===== config.mk =====
export PLATFORM = sky130hd
export DESIGN_NAME = frame_renderer
export DESIGN_NICKNAME = d
export VERILOG_FILES = /design/src/rtl/frame_renderer.sv
export SDC_FILE = /design/constraint.sdc
export NUM_CORES = 1
export LEC_CHECK = 0
export CORE_ASPECT_RATIO = 1.1
export CORE_MARGIN = 3
export CORE_UTILIZATION = 48
export CTS_BUF_LIST = sky130_fd_sc_hd__clkbuf_8
export CTS_CLUSTER_DIAMETER = 120
export CTS_CLUSTER_SIZE = 24
export DETAILED_ROUTE_END_ITERATION = 6
export PLACE_DENSITY = 0.93
export SYNTH_ARGS = -nofsm -noshare
export SYNTH_HDL_FRONTEND = slang
export SYNTH_SLANG_ARGS = --single-unit

===== constraint.sdc =====
create_clock -name clock -period 2.05 [get_ports clock]
set_input_delay 0.41 -clock clock [delete_from_list [all_inputs] [get_ports clock]]
set_output_delay 0.41 -clock clock [all_outputs]
set_load 0.02 [all_outputs]

===== src/rtl/frame_renderer.sv =====
// Raster scanner: walks every LCD pixel in row-major order, fetching colour from graphics and writing it to the LT24.
// Optional build macro RENDER_FREE_RUN_EN makes scanning continuous and ignores frame_start.
module frame_renderer #(
  parameter int WIDTH  = 240,
  parameter int HEIGHT = 320,
  parameter int XW     = 8,
  parameter int YW     = 9
) (
  input  logic          clock,
  input  logic          reset,
  input  logic          frame_start,
  output logic [XW-1:0] pixel_x,
  output logic [YW-1:0] pixel_y,
  input  logic [15:0]   pixel_rgb,
  output logic [XW-1:0] xAddr,
  output logic [YW-1:0] yAddr,
  output logic [15:0]   pixelData,
  output logic          pixelWrite,
  input  logic          pixelReady,
  output logic          frame_busy,
  output logic          frame_done,
  output logic [7:0]    frame_count
);

  typedef enum logic [1:0] {IDLE, FETCH, WRITE, DONE} stateT;

  stateT         state_q, state_d;
  logic [XW-1:0] cx_q, cx_d, xAddr_q, xAddr_d;
  logic [YW-1:0] cy_q, cy_d, yAddr_q, yAddr_d;
  logic [15:0]   pixelData_q, pixelData_d;
  logic [7:0]    frameCount_q, frameCount_d;
  logic          startReq;

`ifdef RENDER_FREE_RUN_EN
  // Free-running: the request input is referenced but has no effect.
  assign startReq = frame_start | 1'b1;
`else
  assign startReq = frame_start;
`endif

  always_ff @(posedge clock) begin
    if (reset) begin
      state_q      <= IDLE;
      cx_q         <= '0;
      cy_q         <= '0;
      xAddr_q      <= '0;
      yAddr_q      <= '0;
      pixelData_q  <= '0;
      frameCount_q <= '0;
    end else begin
      state_q      <= state_d;
      cx_q         <= cx_d;
      cy_q         <= cy_d;
      xAddr_q      <= xAddr_d;
      yAddr_q      <= yAddr_d;
      pixelData_q  <= pixelData_d;
      frameCount_q <= frameCount_d;
    end
  end

  always_comb begin
    state_d      = state_q;
    cx_d         = cx_q;
    cy_d         = cy_q;
    xAddr_d      = xAddr_q;
    yAddr_d      = yAddr_q;
    pixelData_d  = pixelData_q;
    frameCount_d = frameCount_q;
    case (state_q)
      IDLE: begin
        cx_d = '0;
        cy_d = '0;
        if (startReq) state_d = FETCH;
      end
      FETCH: begin
        pixelData_d = pixel_rgb;
        xAddr_d     = cx_q;
        yAddr_d     = cy_q;
        state_d     = WRITE;
      end
      WRITE: begin
        // The last pixel clears both counters so they never pass HEIGHT-1.
        if (pixelReady) begin
          if (cx_q == XW'(WIDTH - 1)) begin
            cx_d = '0;
            if (cy_q == YW'(HEIGHT - 1)) begin
              cy_d    = '0;
              state_d = DONE;
            end else begin
              cy_d    = cy_q + YW'(1);
              state_d = FETCH;
            end
          end else begin
            cx_d    = cx_q + XW'(1);
            state_d = FETCH;
          end
        end
      end
      DONE: begin
        frameCount_d = frameCount_q + 8'd1;
        state_d      = IDLE;
      end
      default: state_d = IDLE;
    endcase
  end

  assign pixel_x     = cx_q;
  assign pixel_y     = cy_q;
  assign xAddr       = xAddr_q;
  assign yAddr       = yAddr_q;
  assign pixelData   = pixelData_q;
  assign pixelWrite  = (state_q == WRITE);
  assign frame_busy  = (state_q == FETCH) || (state_q == WRITE);
  assign frame_done  = (state_q == DONE);
  assign frame_count = frameCount_q;

endmodule


# --- Word-level counts from Yosys, hierarchy flattened ---
# Cells that the tools add are included.
word_totals:
  ff_bits: 60
  input_bits: 20
  output_inout_bits: 61
  wordCells: 36
classes:
  n_addsub: 3
  eq_ne: 8
  mux: 12
  n_reduce_logical: 6
ops:
  columns: ["cell", "n"]
  rows:
  - ["$mux 9", 3]
  - ["$pmux 9 s2", 1]
  - ["$add 8x1->8 const B", 2]
  - ["$mux 8", 2]
  - ["$pmux 8 s2", 1]
  - ["$add 9x1->9 const B", 1]
  - ["$eq 9x9->1 const B", 1]
  - ["$eq 8x8->1 const B", 1]
  - ["$mux 2", 4]
  - ["$pmux 2 s4", 1]
  - ["$eq 2x2->1 const B", 2]
  - ["$ne 2x1->1 const B", 2]
  - ["$reduce_and 2->1", 2]
  - ["$reduce_and 3->1", 1]
  - ["$eq 2x1->1 const B", 1]
  - ["$logic_not 2->1", 1]
  - ["$ne 2x2->1 const B", 1]
  - ["$reduce_bool 2->1", 1]
  - ["$logic_or 1x1->1", 1]

# --- Depth between registers and ports, before layout ---
# Gate-level depths: netlist of run 1.
logic_depth:
  ltp_word: 5
  mapped_depth: 8
  depth_no_buf: 6

# --- Worst setup path after synthesis of run 1 ---
# OpenSTA, ideal clock, no wires.
synth_timing:
  kind: "register -> register"
  startpoint: "reg cx_q[0], in the netlist pixel_x[0]"
  endpoint: "reg cy_q[7], in the netlist pixel_y[7]"
  setup_ns: 0.074
  t_arrival_ns: 1.738
  t_required_ns: 1.976
  setup_slack_ns: 0.238
  stages_incl_launch_ff: 7
  n_path_buf: 1
  synth_period_minus_slack_ns: 1.812
  cell_sequence: "dfxtp_1 ha_1 and3_1 clkbuf_4 nand3_4 or4b_1 a31oi_1"
synth_between:
  elab_chain_len: 3
synth_rtl:
  columns: ["item", "line_no", "text"]
  rows:
  - ["start: declaration", "28", "logic [XW-1:0] cx_q, cx_d, xAddr_q, xAddr_d;"]
  - ["start signal: assignment", "44", "cx_q <= '0;"]
  - ["start signal: assignment", "52", "cx_q <= cx_d;"]
  - ["$eq 8x8->1", "84", "if (cx_q == XW'(WIDTH - 1)) begin"]
  - ["$ne 2x1->1 (no line)", null, null]
  - ["$reduce_and 3->1 (no line)", null, null]
  - ["end signal: assignment", "53", "cy_q <= cy_d;"]
  - ["end: declaration", "29", "logic [YW-1:0] cy_q, cy_d, yAddr_q, yAddr_d;"]
# Every way passes these cells.
# A chain may end at the register's enable or synchronous reset.

# --- Final worst setup path of run 1 ---
layout_timing:
  startpoint: "reg state_q[1]"
  endpoint: "out frame_done"
layout_between:
  elab_chain_len: 1
layout_rtl:
  columns: ["item", "line_no", "text"]
  rows:
  - ["start: declaration", "27", "stateT state_q, state_d;"]
  - ["start signal: assignment", "51", "state_q <= state_d;"]
  - ["$eq 2x2->1", "114", "assign frame_done = (state_q == DONE);"]
  - ["end: declaration", "21", "output logic frame_done,"]
# Every way passes these cells.

==> results of run 1 <==
==> worst register-to-register path, delay by kind of cell (launching register included) <==
family | cells | cell delay, ps
and+or+nand+nor | 3 | 1030
DFF | 1 | 420
adders and majority gates | 1 | 190
AOI/OAI and AO/OA | 1 | 160
==> worst paths after layout <==
kind                            depth (start not counted)          to  slack, ps        from
worst max-delay path                                    2  frame_done         70  state_q[1]
worst min-delay path                                    2    xAddr[6]        490    xAddr[6]
worst max register to register                          5  pixel_y[7]        190  pixel_x[1]
worst min register to register                          2    xAddr[6]        490    xAddr[6]
==> cell families (layout without fill, tap and decap cells) <==
group,Yosys count,count (layout),synth area share
AND/OR/NAND/NOR,107,107,0.1994
flip-flops,60,60,0.4624
AO/OA/AOI/OAI,41,41,0.1069
multiplexers,35,35,0.1349
buffers and inverters,21,107,0.04095
adder cells (fa/ha/maj),8,8,0.03854
XOR/XNOR,5,5,0.01686
==> power by group through the flow <==
stage	Combinational [uW]	Sequential [uW]	Clock, uW
floorplan	370	1330	0
global placement	688	1280	0
detailed placement	700	1280	0
CTS	699	1260	849
global route	748	1260	903
finish	696	1260	830
==> cell type report <==
class,count,area (um^2),area share
multi-input cells,196,1292,0.3560
flip-flops and latches,60,1201,0.3308
repair buffers,89,885.9,0.2440
clock buffers,9,123.9,0.03411
well taps,72,90.09,0.02481
clock inverters,6,26.28,0.007236
inverters,3,11.26,0.003101
==> cells in the final DEF (no fill, tap or decap), types with 2 or more instances in the layout <==
master,instances
clkinv_2,3
a41oi_1,2
nand3b_1,2
mux2i_1,35
nor2b_1,3
o21ai_0,4
nor2_1,46
and3_1,4
nand2_1,20
a311oi_1,6
nand3_1,12
dlygate4sd2_1,2
clkdlybuf4s50_1,77
or3_1,4
buf_4,7
ha_1,7
inv_1,6
nand4_1,4
a211oi_1,3
a21oi_1,10
clkbuf_8,9
and2_1,2
dfxtp_1,60
a31oi_1,8
xor2_1,4
nor3_1,2
buf_12,2
==> repair_timing <==
action,in CTS,in global routing
endpoints found under the hold margin,0,0
hold buffers,0,0
setup endpoints to repair,2,0
gates resized for setup,2,0
==> layer usage <==
layer / GRT usage / part of all wire
met1: 0.2410 / 0.44
met2: 0.3290 / 0.48
met3: 0.04772 / 0.064
met4: 0.09226 / 0.018
met5: 0 / 0
==> metrics by stage <==
stage	hold slack [ps]	area (um^2)
6_report	494.1	3631
5_1_grt	513.7	3631
4_1_cts	497.3	3631
3_5_place_dp	483.2	3483
3_3_place_gp	468.4	3483
2_1_floorplan	549.8	2597
==> state kept, by name, summed over array words and instances, names as in the netlist <==
register and flops:
state_q 2, pixel_y 9, pixelData 16, xAddr 8, yAddr 9, frame_count 8
pixel_x 8
==> results.sh, run 1 <==
export IMPL_worstPathArrival_ps=1570
export IMPL_p_comb_frac=0.250
export IMPL_cp_slowest_stage_delay_ps=620
export IMPL_layout_setup_ws_ps=68.37
export IMPL_cp_cell_sequence="ha_1 > clkdlybuf4s50_1"
export IMPL_pin_count=81
export IMPL_seqPwrFrac=0.451
export IMPL_layout_drive_gt1_share=0.07989
export IMPL_slew_violations=0
export IMPL_yosysUniqueCellTypes=43
export IMPL_layout_area_overhead_vs_synth_pct=39.79
export IMPL_core_area_um2=5135
export IMPL_crit_required_ps=1640
export IMPL_grt_overflow=0
export IMPL_post_cts_buffers=0
export IMPL_cp_slowest_cell="clkdlybuf4s50_1"
export IMPL_wl_um=6216
export IMPL_cts_buffer_depth=2
export IMPL_rsz0062_at_grt="no"
export IMPL_power_share_clock=0.298
export IMPL_die_area_um2=6331
export IMPL_antenna_left=0
export IMPL_vdd_drop_max_mv=0.4567
export IMPL_post_route_min_period_ps=1982
export IMPL_internal_power_uw=1959
export IMPL_start_kind="register"
export IMPL_nFillCells=435
export IMPL_grt_util_all_layers=0.1978
export IMPL_yosysMostFrequentCell="dfxtp_1"
export IMPL_vias_per_cell=5.455
export IMPL_start_util=0.5058
export IMPL_synth_seq_area_share=0.4624
export IMPL_die_y_um=83.16
export IMPL_yosys_top_cells_count="60 x dfxtp_1, 46 x nor2_1, 35 x mux2i_1"
export IMPL_ys_warn_count=0
export IMPL_ys_seq_elements=60
export IMPL_grt_pass1_wl_um=10400
export IMPL_power_density_nw_per_um2=766.0
export IMPL_drt_iter0_drc=158
export IMPL_slew_headroom=0.5892
export IMPL_synth_area_um2=2597
export IMPL_synth_edff_count=0
export IMPL_place_gp_congestion=0.8171
export IMPL_dp_hpwl_um=4382
export IMPL_ys_flop_type="dfxtp_1"
export IMPL_cts_tree="built"
export IMPL_root_buffer="clkbuf_8"
export IMPL_detail_route_first_pass_iterations=4
export IMPL_pre_cts_ws_ps=69.08
export IMPL_fin_crit_sh=0.9666
export IMPL_numPortBuffers=80
export IMPL_status="complete, no violations"
export IMPL_switching_share=0.2957
export IMPL_hp_class="register to register"
export IMPL_drv_cap=0
export IMPL_post_route_util=0.7071
export IMPL_grt_max_degree=35
export IMPL_path_class="register to output port"
export IMPL_critical_path_top_delay_family="buffers and inverters"
export IMPL_max_freq_mhz=504.6
export IMPL_finalHoldViolCount=0
export IMPL_drc_errors=0
export IMPL_critPathMaxFanout=4
export IMPL_endpoint_kind="output port"
export IMPL_finalSetupViolCount=0
export IMPL_synth_area_per_cell_um2=9.377
export IMPL_skew_ps=6.957
export IMPL_instances_no_fill=435
export IMPL_fin_tns_setup_ps=0
export IMPL_p_total_uw=2781
export IMPL_antenna_found_initial=0
export IMPL_htreeDepth=3
export IMPL_num_antenna_cells=0
export IMPL_yosys_area_top_type="dfxtp_1"
export IMPL_vias=2373
export IMPL_synth_top_area_share=0.4624
export IMPL_wire_per_inst_um=14.29
export IMPL_dp_cells=420
export IMPL_row_count=27
export IMPL_p_leak_uw=0.001334
export IMPL_p_sw_uw=822.5
export IMPL_clk_latency_ps=330
export IMPL_synth_area_top_cells="dfxtp_1 46%, mux2i_1 13%, nor2_1 6.6%"
export IMPL_chipWidth_um=76.14
export IMPL_path_clk_slew_ps=60
export IMPL_grt_pass1_vias=2224
export IMPL_synth_cells=277
export IMPL_synth_async_reset_ratio=0
export IMPL_tightest_slew_ps=616.2
export IMPL_clkSinkCount=60
export IMPL_cp_buffers_inverters=1
export IMPL_cts_buffers=9
export IMPL_synthesis_nets=305
export IMPL_num_nets_final=387
(Power assumes the default switching activity.)
==> run 2, diff against run 1 <==
--- a/config.mk
+++ b/config.mk
@@ -12,6 +12,7 @@
 export CTS_CLUSTER_DIAMETER = 120
 export CTS_CLUSTER_SIZE = 24
 export DETAILED_ROUTE_END_ITERATION = 6
+export HOLD_SLACK_MARGIN = 0.1
 export PLACE_DENSITY = 0.93
 export SYNTH_ARGS = -nofsm -noshare
 export SYNTH_HDL_FRONTEND = slang
==> results of run 2 <==
The final DEF is identical to that of run 1; final timing and power are the same.
